**src/rtl/alu_sequencer_if.sv**
```systemverilog
// ---------------------------------------------------------------------------
// alu_sequencer_if
// Command / response bundle of the ALU sequencer.
//   cmd_valid/cmd_ready : command handshake (cmd_op, cmd_a, cmd_b, cmd_cnt)
//   rsp_valid/rsp_ready : response handshake (rsp_result, rsp_zero)
// master : the side that issues commands and consumes responses
// slave  : the sequencer
// ---------------------------------------------------------------------------
interface alu_sequencer_if #(
    parameter int WIDTH = 32
);
    logic             cmd_valid;
    logic             cmd_ready;
    logic [2:0]       cmd_op;
    logic [WIDTH-1:0] cmd_a;
    logic [WIDTH-1:0] cmd_b;
    logic [4:0]       cmd_cnt;

    logic             rsp_valid;
    logic             rsp_ready;
    logic [WIDTH-1:0] rsp_result;
    logic             rsp_zero;

    modport master (
        output cmd_valid, cmd_op, cmd_a, cmd_b, cmd_cnt, rsp_ready,
        input  cmd_ready, rsp_valid, rsp_result, rsp_zero
    );

    modport slave (
        input  cmd_valid, cmd_op, cmd_a, cmd_b, cmd_cnt, rsp_ready,
        output cmd_ready, rsp_valid, rsp_result, rsp_zero
    );
endinterface

```
**src/rtl/alu_sequencer.sv**
```systemverilog
// ---------------------------------------------------------------------------
// alu_sequencer
// Sequences one command at a time through an external combinational ALU.
// Non-shift ops take a single ALU pass; shl1/shr1 ops are repeated cmd_cnt
// times, feeding the ALU result back into the A operand between passes.
// Ports:
//   clk, rst        : rising-edge clock, synchronous active-high reset
//   bus (slave)     : command / response handshakes
//   alu_select      : ALU opcode, 000 whenever no pass is executing
//   alu_a, alu_b    : registered ALU operands
//   alu_y, alu_zero : combinational ALU result and zero flag
//   ops_done        : wrapping count of completed response handshakes
// ---------------------------------------------------------------------------
module alu_sequencer #(
    parameter int WIDTH = 32
) (
    input  logic              clk,
    input  logic              rst,
    alu_sequencer_if.slave    bus,
    output logic [2:0]        alu_select,
    output logic [WIDTH-1:0]  alu_a,
    output logic [WIDTH-1:0]  alu_b,
    input  logic [WIDTH-1:0]  alu_y,
    input  logic              alu_zero,
    output logic [15:0]       ops_done
);

    typedef enum logic [1:0] {
        IDLE = 2'd0,
        EXEC = 2'd1,
        DONE = 2'd2
    } state_t;

    state_t           state;
    logic [2:0]       op_r;
    logic [4:0]       cnt_r;
    logic [WIDTH-1:0] result_r;
    logic             zero_r;

    function automatic logic is_shift(input logic [2:0] op);
        return (op == 3'b101) || (op == 3'b110);
    endfunction

    always_ff @(posedge clk) begin
        if (rst) begin
            state      <= IDLE;
            op_r       <= 3'd0;
            cnt_r      <= 5'd0;
            alu_select <= 3'd0;
            alu_a      <= '0;
            alu_b      <= '0;
            result_r   <= '0;
            zero_r     <= 1'b0;
            ops_done   <= 16'd0;
        end else begin
            case (state)
                IDLE: begin
                    if (bus.cmd_valid) begin
                        op_r  <= bus.cmd_op;
                        alu_a <= bus.cmd_a;
                        alu_b <= bus.cmd_b;
                        cnt_r <= bus.cmd_cnt;
                        // A zero-pass shift is just the operand itself.
                        if (is_shift(bus.cmd_op) && (bus.cmd_cnt == 5'd0)) begin
                            result_r <= bus.cmd_a;
                            zero_r   <= (bus.cmd_a == '0);
                            state    <= DONE;
                        end else begin
                            alu_select <= bus.cmd_op;
                            state      <= EXEC;
                        end
                    end
                end
                EXEC: begin
                    // Shift passes chain through the A register.
                    if (is_shift(op_r)) begin
                        alu_a <= alu_y;
                        cnt_r <= cnt_r - 5'd1;
                    end
                    if (!is_shift(op_r) || (cnt_r == 5'd1)) begin
                        result_r   <= alu_y;
                        zero_r     <= alu_zero;
                        alu_select <= 3'd0;
                        state      <= DONE;
                    end
                end
                DONE: begin
                    if (bus.rsp_ready) begin
                        ops_done <= ops_done + 16'd1;
                        state    <= IDLE;
                    end
                end
                default: state <= IDLE;
            endcase
        end
    end

    assign bus.cmd_ready  = (state == IDLE);
    assign bus.rsp_valid  = (state == DONE);
    assign bus.rsp_result = result_r;
    assign bus.rsp_zero   = zero_r;

endmodule

```
**src/flat_wrapper.sv**
```systemverilog
// flat-port wrapper written by rule: the top's interface ports become plain ports
module alu_sequencer_flat 
#(
    parameter int WIDTH = 32
)
  (clk, rst, alu_select, alu_a, alu_b, alu_y, alu_zero, ops_done, bus_cmd_valid, bus_cmd_op, bus_cmd_a, bus_cmd_b, bus_cmd_cnt, bus_rsp_ready, bus_cmd_ready, bus_rsp_valid, bus_rsp_result, bus_rsp_zero);
  alu_sequencer_if #(.WIDTH(WIDTH)) bus_i ();
  input  logic clk;
  input  logic rst;
  output logic [2:0] alu_select;
  output logic [WIDTH-1:0] alu_a;
  output logic [WIDTH-1:0] alu_b;
  input  logic [WIDTH-1:0] alu_y;
  input  logic alu_zero;
  output logic [15:0] ops_done;
  input wire logic [$bits(bus_i.cmd_valid)-1:0] bus_cmd_valid;
  input wire logic [$bits(bus_i.cmd_op)-1:0] bus_cmd_op;
  input wire logic [$bits(bus_i.cmd_a)-1:0] bus_cmd_a;
  input wire logic [$bits(bus_i.cmd_b)-1:0] bus_cmd_b;
  input wire logic [$bits(bus_i.cmd_cnt)-1:0] bus_cmd_cnt;
  input wire logic [$bits(bus_i.rsp_ready)-1:0] bus_rsp_ready;
  output wire logic [$bits(bus_i.cmd_ready)-1:0] bus_cmd_ready;
  output wire logic [$bits(bus_i.rsp_valid)-1:0] bus_rsp_valid;
  output wire logic [$bits(bus_i.rsp_result)-1:0] bus_rsp_result;
  output wire logic [$bits(bus_i.rsp_zero)-1:0] bus_rsp_zero;
  assign bus_i.cmd_valid = bus_cmd_valid;
  assign bus_i.cmd_op = bus_cmd_op;
  assign bus_i.cmd_a = bus_cmd_a;
  assign bus_i.cmd_b = bus_cmd_b;
  assign bus_i.cmd_cnt = bus_cmd_cnt;
  assign bus_i.rsp_ready = bus_rsp_ready;
  assign bus_cmd_ready = bus_i.cmd_ready;
  assign bus_rsp_valid = bus_i.rsp_valid;
  assign bus_rsp_result = bus_i.rsp_result;
  assign bus_rsp_zero = bus_i.rsp_zero;
  alu_sequencer #(.WIDTH(WIDTH)) u_core (.clk(clk), .rst(rst), .bus(bus_i), .alu_select(alu_select), .alu_a(alu_a), .alu_b(alu_b), .alu_y(alu_y), .alu_zero(alu_zero), .ops_done(ops_done));
endmodule
```
**config.mk**
```make
export PLATFORM = sky130hd
export DESIGN_NAME = alu_sequencer_flat
export DESIGN_NICKNAME = d
export VERILOG_FILES = /design/src/rtl/alu_sequencer_if.sv /design/src/rtl/alu_sequencer.sv /design/src/flat_wrapper.sv
export SDC_FILE = /design/constraint.sdc
export NUM_CORES = 1
export LEC_CHECK = 0
export BUFFER_PORTS_ARGS = -buffer_cell sky130_fd_sc_hd__buf_4
export CORE_MARGIN = 2
export CORE_UTILIZATION = 48
export DETAILED_ROUTE_END_ITERATION = 12
export GPL_TIMING_DRIVEN = 0
export PLACE_DENSITY = 0.8
export SETUP_SLACK_MARGIN = 0.05
export SYNTH_ARGS = -nofsm -noshare
export SYNTH_HDL_FRONTEND = slang
export SYNTH_SLANG_ARGS = --single-unit
```
**constraint.sdc**
```tcl
create_clock -name clk -period 2.45 [get_ports clk]
set_input_delay 0.3675 -clock clk [delete_from_list [all_inputs] [get_ports clk]]
set_output_delay 0.3675 -clock clk [all_outputs]
set_load 0.03 [all_outputs]
```
==> results.sh <==
export IMPL_outcome="finished, final reports clean"
export IMPL_end_kind="flop"
export IMPL_numCtsBuffers=17
export IMPL_drive_gt1_share_pct=33.0
export IMPL_clk_latency_ns=0.41
export IMPL_r2r_setup_slack_ns=0.13
export IMPL_grt_ovfl_total=0
export IMPL_slew_headroom_pct=39.3
export IMPL_syn_cell_area_mm2=0.00557
export IMPL_io_buffers=225
export IMPL_fin_tns_setup_ns=0
export IMPL_crit_buf_inv=2
export IMPL_crit_family="simple AND/OR/NAND/NOR gates"
export IMPL_cp_required_ns=2.73
export IMPL_yosysUniqueCellTypes=50
export IMPL_cp_max_fo=10
export IMPL_wl_per_cell_um=17.1
export IMPL_hold_class="input pin to flop"
export IMPL_ant_nets=0
export IMPL_vias_per_cell=5.72
export IMPL_crit_slowest_cell="mux2_2"
export IMPL_ir_drop_mv=0.465
export IMPL_num_rows=39
export IMPL_avgSynthCellArea_um2=8.33
export IMPL_path_depth=6
export IMPL_setup_slack_ns=0.131
export IMPL_io_pins=227
export IMPL_cts_htree_levels=4
export IMPL_cp_cell_sequence="nor2b_1, clkbuf_4, buf_2, mux2_2, nor4_1, nor3_1"
export IMPL_report_final_slew_viol_count=0
export IMPL_p_leak_nw=3.31
export IMPL_seq_area_frac_synth_pct=45.3
export IMPL_cts_path_max_buffers=2
export IMPL_grt_max_degree=17
export IMPL_start_kind="flop"
export IMPL_grt_pass1_wl_mm=28.6
export IMPL_cp_endpoint="u_core.bus.rsp_result[21]$_SDFFE_PP0P_"
export IMPL_initial_utilization_pct=49.0
export IMPL_remaining_drc_errors=0
export IMPL_drt_total_wl_mm=18.3
export IMPL_grt_pass1_vias=5713
export IMPL_reg2reg_to="u_core.bus.rsp_result[21]$_SDFFE_PP0P_"
export IMPL_setup_violations=0
export IMPL_grt_antenna_before_repair=0
export IMPL_fill_cells=969
export IMPL_critPathMaxStageDelay_ns=0.41
export IMPL_worstMarginPinSlew_ns=0.902
export IMPL_cts_root_buffer="clkbuf_16"
export IMPL_preCtsSetupSlack_ns=0.0498
export IMPL_track_usage_pct=28.4
export IMPL_reg2reg_from="u_core.state[0]$_SDFFE_PP0P_"
export IMPL_die_w_um=112
export IMPL_synth_edff_count=0
export IMPL_cts_tree="yes"
export IMPL_r2r_cells=6
export IMPL_async_reset_ff_share_pct=0
export IMPL_first_pass_iters=5
export IMPL_place_hpwl_mm=13.5
export IMPL_clock_skew_ns=0.00947
export IMPL_crit_type="flop to flop"
export IMPL_drtIter0Drc=579
export IMPL_final_hold_violation_count=0
export IMPL_yosysWarnings=0
export IMPL_fmax_mhz=431
export IMPL_syn_to_final_growth_pct=45.1
export IMPL_die_area_mm2=0.0125
export IMPL_die_h_um=112
export IMPL_arrival_ns=2.60
export IMPL_rsz0062_at_grt="false"
export IMPL_vias=6120
export IMPL_path_clk_slew_ns=0.06
export IMPL_cts_setup_buffers=0
export IMPL_gp_congestion=0.914
export IMPL_crit_start="u_core.state[0]$_SDFFE_PP0P_"
export IMPL_synth_nets=781
export IMPL_clkSinkCount=126
export IMPL_nets=1025
export IMPL_min_period_ns=2.32
export IMPL_power_density_mw_per_mm2=797
export IMPL_netlist_instances=669
export IMPL_cap_violations=0
export IMPL_core_mm2=0.0114
export IMPL_diodes=0
export IMPL_period_share_pct=94.6
export IMPL_synth_seq_cells=126
export IMPL_ys_flop_type="dfxtp_1"
-- layout make-up --
class	count	area, um^2	share of cell area, %
Clock buffer	19	453	5.60
Timing Repair Buffer	225	1690	20.9
Clock inverter	13	188	2.32
Buffer	66	270	3.34
Multi-Input combinational cell	471	2760	34.2
Tap cell	143	179	2.21
Sequential cell	126	2520	31.2
Inverter	6	22.5	0.278
-- metrics by stage --
stage | cells | power (mW) | cell area (um^2) | hold WS [ns] | utilization [%]
5_1_grt | 1069 | 6.67 | 8090 | 0.196 | 71.1
2_1_floorplan | 669 | 3.20 | 5570 | 0.448 | -
4_1_cts | 1069 | 6.44 | 8080 | 0.196 | 71.1
3_3_place_gp | 1037 | 3.75 | 7440 | 0.443 | 65.5
6_report | 1069 | 6.45 | 8090 | 0.205 | 71.1
3_5_place_dp | 1037 | 3.77 | 7440 | 0.447 | 65.5
-- registers in the layout (all words and copies together) (netlist names) --
| name | flops |
|---|---|
| u_core.state | 2 |
| u_core.ops_done | 16 |
| u_core.cnt_r | 5 |
| u_core.alu_select | 3 |
| u_core.bus.rsp_result | 32 |
| u_core.op_r | 3 |
| u_core.bus.rsp_zero | 1 |
| u_core.alu_b | 32 |
| u_core.alu_a | 32 |
-- power breakdown --
part | switching, mW | internal [mW] | leakage, nW
clock network | 0.938 | 1.76 | 0.306
logic | 0.867 | 0.559 | 1.97
registers | 0.105 | 2.22 | 1.03
total | 1.91 | 4.54 | 3.31
-- worst reg2reg max path: stages (launching register included) --
cell      delay [ns]
dfxtp_1         0.38
nor2b_1         0.34
clkbuf_4        0.32
buf_2           0.30
mux2_2          0.41
nor4_1          0.37
nor3_1          0.07
-- cell families after synthesis --
family,Yosys count,share of synthesized area (%)
adder cells (fa/ha/maj),3,0.673
AO/OA/AOI/OAI,143,15.0
XOR/XNOR,11,1.73
flip-flops,126,45.3
AND/OR/NAND/NOR,281,25.5
buffers and inverters,72,5.16
multiplexers,33,6.64
-- cells in the final DEF (no fill, tap or decap), types with 3 or more instances in the layout --
| cell | instances |
|---|---|
| bufinv_16 | 4 |
| nand2_1 | 83 |
| nand4_1 | 6 |
| dfxtp_1 | 126 |
| o21ai_0 | 4 |
| clkinvlp_4 | 3 |
| a31oi_1 | 34 |
| nor4_1 | 42 |
| nand3_1 | 4 |
| o31ai_1 | 9 |
| nor3_1 | 100 |
| mux2_2 | 32 |
| nor2_1 | 15 |
| ha_1 | 3 |
| xnor2_1 | 6 |
| clkbuf_16 | 17 |
| inv_1 | 5 |
| buf_2 | 8 |
| a21oi_1 | 81 |
| buf_4 | 225 |
| xor2_1 | 5 |
| clkbuf_1 | 53 |
| clkinv_4 | 3 |
| and2_1 | 3 |
| nor2b_1 | 3 |
| or4_1 | 9 |
-- routing by layer --
metal,track usage [%],share of wire (%),up-vias
li1,-,-,2946
met1,36.3,41,2819
met2,45.7,48,308
met3,7.89,8.4,47
met4,11.0,2.7,0
met5,0,0,-
-- repair_timing --
| item | CTS | global route |
|---|---|---|
| hold buffers | 0 | 0 |
| gates resized for setup | 1 | 3 |
| endpoints found under the setup margin | 3 | 30 |
-- synthesized netlist by cell type (2+ instances only) --
library cell	instances	area (um^2)
buf_1	3	11.3
o21a_1	2	15.0
nand2_1	83	312
nand3_1	4	20.0
o21ai_0	4	20.0
a31oi_1	34	213
ha_1	3	37.5
nor3_1	100	500
o41ai_1	2	17.5
and2_1	3	18.8
nor4_1	42	263
or2_2	2	12.5
o311ai_0	2	17.5
nor2_1	15	56.3
dfxtp_1	126	2520
a21oi_1	81	405
xnor2_1	6	52.6
clkbuf_1	54	203
mux2_2	32	360
or3_1	2	12.5
inv_1	5	18.8
o31ai_1	9	67.6
nand2b_1	2	12.5
or4_1	9	67.6
xor2_1	5	43.8
nand4_1	6	37.5
buf_2	8	40.0
nor2b_1	3	18.8
-- worst min path at each step --
stage                                  startpoint                            end  slack [ns]  depth (start not counted)
floorplan             u_core.op_r[1]$_SDFFE_PP0P_    u_core.op_r[1]$_SDFFE_PP0P_        0.45                          2
global placement    u_core.alu_b[16]$_SDFFE_PP0P_  u_core.alu_b[16]$_SDFFE_PP0P_        0.44                          2
detailed placement  u_core.alu_b[25]$_SDFFE_PP0P_  u_core.alu_b[25]$_SDFFE_PP0P_        0.45                          2
CTS                                  bus_cmd_b[8]   u_core.alu_b[8]$_SDFFE_PP0P_        0.20                          3
global route                        bus_cmd_b[18]  u_core.alu_b[18]$_SDFFE_PP0P_        0.20                          3
finish                              bus_cmd_b[23]  u_core.alu_b[23]$_SDFFE_PP0P_        0.21                          3
(Power assumes the default switching activity.)
